<file path="src/rtl/fwd_hazard_ctrl.sv">
// EX forwarding selects and load-use stall/bubble over a DEPTH-deep shadow pipe; selects/bubble registered (1 cycle), stall combinational.
// No handshake: stall is the only backpressure. HAZARD_STATS_EN adds saturating stall_cnt/flush_cnt outputs.
module fwd_hazard_ctrl #(
  parameter int ADDR_W     = 5,
  parameter int DEPTH      = 2,
  parameter int LOAD_READY = 2,
  localparam int SEL_W     = $clog2(DEPTH + 1)
) (
  input  logic              clk,
  input  logic              rst_n,
  input  logic              id_valid,
  input  logic [ADDR_W-1:0] id_rs,
  input  logic [ADDR_W-1:0] id_rt,
  input  logic              id_reg_wr,
  input  logic              id_mem_rd,
  input  logic [ADDR_W-1:0] id_wr_addr,
  input  logic              ex_flush,
  output logic [SEL_W-1:0]  fwd_a,
  output logic [SEL_W-1:0]  fwd_b,
  output logic              stall,
  output logic              bubble
`ifdef HAZARD_STATS_EN
  ,
  output logic [15:0]       stall_cnt,
  output logic [15:0]       flush_cnt
`endif
);

  typedef struct packed {
    logic              valid;
    logic              wr;
    logic              ld;
    logic [ADDR_W-1:0] addr;
  } entry_t;

  typedef enum logic {ST_RUN, ST_STALL} state_t;

  // Only entries that can still be forwarded from are kept; the oldest
  // stage has no consumer and simply falls off.
  entry_t           pipe_q [DEPTH];
  entry_t           ex_entry;
  state_t           state, state_nxt;
  logic [SEL_W-1:0] sel_a, sel_b;
  logic             late_a, late_b;
  logic             hazard;
  logic             kill;

  function automatic logic is_writer(input entry_t e);
    return e.valid && e.wr && (e.addr != '0);
  endfunction

  // Scan oldest to youngest so the youngest producer overrides.
  always_comb begin
    sel_a  = '0;
    sel_b  = '0;
    late_a = 1'b0;
    late_b = 1'b0;
    for (int j = DEPTH - 1; j >= 0; j--) begin
      if (is_writer(pipe_q[j]) && (pipe_q[j].addr == id_rs)) begin
        sel_a  = SEL_W'(j + 1);
        late_a = pipe_q[j].ld && ((j + 1) < LOAD_READY);
      end
      if (is_writer(pipe_q[j]) && (pipe_q[j].addr == id_rt)) begin
        sel_b  = SEL_W'(j + 1);
        late_b = pipe_q[j].ld && ((j + 1) < LOAD_READY);
      end
    end
  end

  always_comb begin
    hazard = id_valid && (late_a || late_b);
    stall  = rst_n && hazard && !ex_flush;
    kill   = ex_flush || stall;
    ex_entry = '0;
    if (!kill) begin
      ex_entry.valid = id_valid;
      ex_entry.wr    = id_reg_wr;
      ex_entry.ld    = id_mem_rd;
      ex_entry.addr  = id_wr_addr;
    end
  end

  always_ff @(posedge clk or negedge rst_n) begin
    if (!rst_n) begin
      for (int k = 0; k < DEPTH; k++) pipe_q[k] <= '0;
      fwd_a  <= '0;
      fwd_b  <= '0;
      bubble <= 1'b0;
    end else begin
      pipe_q[0] <= ex_entry;
      for (int k = 1; k < DEPTH; k++) pipe_q[k] <= pipe_q[k-1];
      fwd_a  <= kill ? '0 : sel_a;
      fwd_b  <= kill ? '0 : sel_b;
      bubble <= kill;
    end
  end

  always_ff @(posedge clk or negedge rst_n) begin
    if (!rst_n) state <= ST_RUN;
    else        state <= state_nxt;
  end

  always_comb begin
    state_nxt = state;
    case (state)
      ST_RUN:   if (stall)  state_nxt = ST_STALL;
      ST_STALL: if (!stall) state_nxt = ST_RUN;
      default:  state_nxt = ST_RUN;
    endcase
    if (ex_flush) state_nxt = ST_RUN;
  end

  // A stall edge always leaves a NOP in EX.
  always_ff @(posedge clk) begin
    if (rst_n && (state == ST_STALL)) assert (bubble && !pipe_q[0].valid);
  end

`ifdef HAZARD_STATS_EN
  always_ff @(posedge clk or negedge rst_n) begin
    if (!rst_n) begin
      stall_cnt <= '0;
      flush_cnt <= '0;
    end else begin
      if (stall && (stall_cnt != 16'hFFFF))    stall_cnt <= stall_cnt + 16'd1;
      if (ex_flush && (flush_cnt != 16'hFFFF)) flush_cnt <= flush_cnt + 16'd1;
    end
  end
`endif

endmodule

</file>
<file path="config.mk">
export PLATFORM = sky130hd
export DESIGN_NAME = fwd_hazard_ctrl
export DESIGN_NICKNAME = d
export VERILOG_FILES = /design/src/rtl/fwd_hazard_ctrl.sv
export SDC_FILE = /design/constraint.sdc
export NUM_CORES = 1
export LEC_CHECK = 0
export ABC_AREA = 1
export CAP_MARGIN = 20
export CELL_PAD_IN_SITES_DETAIL_PLACEMENT = 0
export CELL_PAD_IN_SITES_GLOBAL_PLACEMENT = 2
export CORE_MARGIN = 3
export CORE_UTILIZATION = 25
export CTS_BUF_LIST = sky130_fd_sc_hd__clkbuf_4
export DETAILED_ROUTE_END_ITERATION = 12
export HOLD_SLACK_MARGIN = 0.12
export PLACE_DENSITY = 0.78
export SETUP_SLACK_MARGIN = 0.05
export SYNTH_ARGS = -nofsm -noshare
export SYNTH_HDL_FRONTEND = slang
export SYNTH_SLANG_ARGS = --single-unit
export TNS_END_PERCENT = 10
</file>
<file path="constraint.sdc">
create_clock -name clk -period 1.2 [get_ports clk]
set_input_delay 0.18 -clock clk [delete_from_list [all_inputs] [get_ports clk]]
set_output_delay 0.18 -clock clk [all_outputs]
set_load 0.02 [all_outputs]
</file>
* Word-level counts from Yosys, hierarchy flattened
Cells that the tools add are included.
** Word-level totals
- Register bits :: 20
- Input bits :: 21
- Logic and storage cells :: 39
** Cells by class
- Eq/ne operators :: 4
- Reductions and logical operators :: 16
- Mux-type cells :: 9
** Operators with widths (number)
- $eq A5 B5 Y1 :: 4
- $mux W2 :: 6
- $logic_and A1 B1 Y1 :: 11
- $reduce_bool A5 Y1 :: 2
- $mux W8 :: 1
- $logic_or A1 B1 Y1 :: 2
- $mux W1 :: 2
- $logic_not A1 Y1 :: 1

* Longest topological paths before layout
- Depth in word-level cells :: 10
- Depth in mapped cells :: 11
- Mapped depth without buffers :: 10

* Worst setup path after synthesis
Ideal clock, no wire load.
- Path type :: register to output
- From :: register pipe_q[8] in the netlist's numbering
- To :: output stall
- Path buffers :: 0
- Data required time :: 1.020 ns
- Setup slack :: -0.174 ns
- Stages on the path, launching flop included :: 8
- Arrival time :: 1.194 ns
- Cells stage by stage :: dfrtp_1 > xnor2_1 > nand2_1 > nor2_1 > nand3_1 > nand2_1 > nand2_2 > nor2_1
** On the way
- Word-level cells in the longest chain between the ends :: 8
- Elaborated cells on any way between the ends :: 12
- Classes of those cells :: 2 x eq/ne; 2 x mux; 8 x reduce/logical
** RTL lines
- start, declared :: RTL line 40 : entry_t pipe_q [DEPTH];
- $reduce_bool A5 Y1 :: RTL line 49 : return e.valid && e.wr && (e.addr != '0);
- $logic_and A1 B1 Y1 :: RTL line 49
- $logic_and A1 B1 Y1, on equally long branches :: RTL line 59, 63
- $mux W1, on equally long branches :: RTL line 59, 63
- $logic_or A1 B1 Y1 * :: RTL line 71 : hazard = id_valid && (late_a || late_b);
- $logic_and A1 B1 Y1 * :: RTL line 71
- $logic_and A1 B1 Y1 * (2 in a row) :: RTL line 72 : stall = rst_n && hazard && !ex_flush;
- end, declared :: RTL line 20 : output logic stall,
Every way passes the cells marked *; elsewhere a longest branch is shown, timed or not.

* Worst setup path in the final report
- From :: register pipe_q[12] in the netlist's numbering
- To :: output stall
Same word-level chain as after synthesis.

==> results.toml <==
[run_status]
status = "finished with violations"
violations = "setup timing"

[sta]
slew_violations = 0
post-route-period-util = 1.43
fmax_mhz = 581
fin_crit_ns = 1.72
fin_skew_ns = 0.00495
setup_viol_count_final = 14
finalHoldViolCount = 0
postLayoutSetupSlackWorst_ns = -0.521
holdWs_ns = 0.253
maxSlewHeadroom = 0.826
worst_pin_slew_ns = 0.259
rsz0062_at_grt = "true"
setup_tns_ns = -3.31

[floorplan]
num_rows = 21
dieHeight_um = 66.6
pin_count = 27
start_util = 0.266
die_x_um = 66.6
coreArea_um2 = 3440
dieArea_um2 = 4430

[global_routing]
grt_max_degree = 21
grtUsageTotal = 0.0923
antenna_found_initial = 0
grt_pass1_wl_um = 3110
grt_pass1_vias = 754
grt-ovfl-total = 0

[synthesis]
avgSynthCellArea_um2 = 9.45
synth_area_um2 = 917
synth_xor_area_frac = 0.181
synth_compound_area_frac = 0
yosys.area_share.simple = 0.207
synth.distinct_cells = 13
synthMuxAreaShare = 0
syn_inst = 97
ys_ff_latch = 20
synth_top_family_by_area = "simple AND/OR/NAND/NOR gates"
ys_seq_area_frac = 0.546
syn_nets = 118
ys.warnings.count = 0
synthAdderAreaFrac = 0

[worst_setup_path]
cp_num_buf_inv = 1
cp_slowest_cell = "dfrtp_2"
crit_arrival_ns = 1.54
crit_family = "simple AND/OR/NAND/NOR gates"
cp_max_fo = 4
cp-end-kind = "primary output"
path_class = "flip-flop to primary output"
cp.required_ns = 1.02
r2r_setup_slack_ns = -0.23
crit_path_max_incr_delay_ns = 0.46
startpoint_type = "flip-flop"
path_cells = "xor2_1 -> nor2_1 -> nand3_1 -> nand2_1 -> nand2_2 -> nor2_2 -> buf_6"

[final_layout]
fin_area_um2 = 1400
layout-drive-gt1-share = 0.252
final_nets = 161
antenna_cells = 0
area_growth_syn_to_layout_pct = 52.4

[cts]
numCtsBuffers = 3
postCtsSetupBuffers = 0
cts.sinks = 20
cts_max_path_buffers = 2
cts_hold_buf = 0
path_clk_slew_ns = 0.11
cts_tree = "done"
htree_num_levels = 1
clock_latency_ns = 0.29
clockRootBuffer = "clkbuf_4"

[pwr]
swShare = 0.211
intPower_mw = 1.18
seqPwrFrac = 0.488
power.total_mw = 1.49
power_frac_clock = 0.356
power.share.combinational = 0.155
power.leakage_nw = 0.687
p_per_area_nw_per_um2 = 1070
switching_power_mw = 0.315
ir_worst_vdd_v = 0.000311

[drt]
first_pass_iters = 2
vias = 708
routed_wl_um = 1830
drt_iter0_markers = 21
post_drt_wl_per_cell_um = 9.90
drc = 0
antenna_left = 0
drt-vias-per-instance = 3.83

[run]
drv_cap = 0

[place]
place_area_um2 = 1320
place_congestion = 0.816
portBuffers = 26

[hold_path]
min_path_type = "input pin to asynchronous set/reset pin"
path summary, 6_finish.rpt:
path                                 startpoint                    to  cells after the start
setup / recovery           pipe_q[12]$_DFF_PN0_                 stall                      7
hold / removal                            rst_n    fwd_b[1]$_DFF_PN0_                      2
setup reg to reg           pipe_q[12]$_DFF_PN0_    fwd_b[0]$_DFF_PN0_                      7
hold reg to reg            pipe_q[15]$_DFF_PN0_   pipe_q[7]$_DFF_PN0_                      0
max in group asynchronous                 rst_n  pipe_q[12]$_DFF_PN0_                      2
min in group clk           pipe_q[15]$_DFF_PN0_   pipe_q[7]$_DFF_PN0_                      0
cell usage after synthesis:
cell     number  area (µm²)
nand4_1       2        12.5
inv_1        13        48.8
nor2_1       20        75.1
nor2_2        2        12.5
dfrtp_1      20         500
xnor2_1      10        87.6
nand2_1      11        41.3
nor3_1        2        10.0
nand3_1       4        20.0
nand2_2       2        12.5
and3_1        1        6.26
xor2_1        9        78.8
buf_6         1        11.3
stage by stage:
stage / setup slack (ns) / util / instances
2_1_floorplan: -0.0884 / - / 97
3_3_place_gp: -0.908 / 0.385 / 181
3_5_place_dp: -0.909 / 0.385 / 181
4_1_cts: -0.569 / 0.401 / 185
5_1_grt: -0.688 / 0.406 / 185
6_report: -0.521 / 0.406 / 185
metal layers:
layer,track usage,part of all wire
met3,0.0152,0.046
met4,0.0533,0.013
met2,0.142,0.46
met1,0.121,0.48
met5,0,0
logic make-up (layout without fill, tap and decap cells):
kind of cell,Yosys count,after routing
xor gates and xnor gates,19,19
buffers and inverters,14,56
DFF,20,20
and+or+nand+nor,44,44
area by class of cell:
type | count | area [µm²]
Inverter | 13 | 48.8
Timing Repair Buffer | 39 | 353
Multi-Input combinational cell | 63 | 382
Clock buffer | 3 | 22.5
Fill cell | 357 | 2040
Clock inverter | 1 | 30.0
Tap cell | 46 | 57.6
Sequential cell | 20 | 504
power groups by stage:
stage / Combinational [mW] / Clock, mW / Sequential, mW
finish: 0.232 / 0.532 / 0.729
floorplan: 0.0937 / 0 / 0.737
global route: 0.253 / 0.584 / 0.735
CTS: 0.229 / 0.549 / 0.727
global placement: 0.226 / 0 / 0.740
detailed placement: 0.227 / 0 / 0.741
placed cells by master (no fill, tap or decap), drive strengths merged:
cell type	synthesis	final
clkbuf	0	4
dfrtp	20	20
buf	1	15
inv	13	13
bufinv	0	1
and3	1	1
nand2	13	13
xnor2	10	10
xor2	9	9
clkdlybuf4s50	0	20
nand3	4	4
clkdlybuf4s15	0	3
nand4	2	2
nor2	22	22
nor3	2	2
state kept, by name, indices dropped and copies added, names as in the netlist:
name / flops
bubble: 1
pipe_q: 15
fwd_b: 2
fwd_a: 2
timing repair:
item	in CTS	in global routing
gates resized for setup	20	9
endpoints found under the setup margin	19	16
cloned	0	0
pin swaps	1	2
Power figures use the tool's default switching activity.
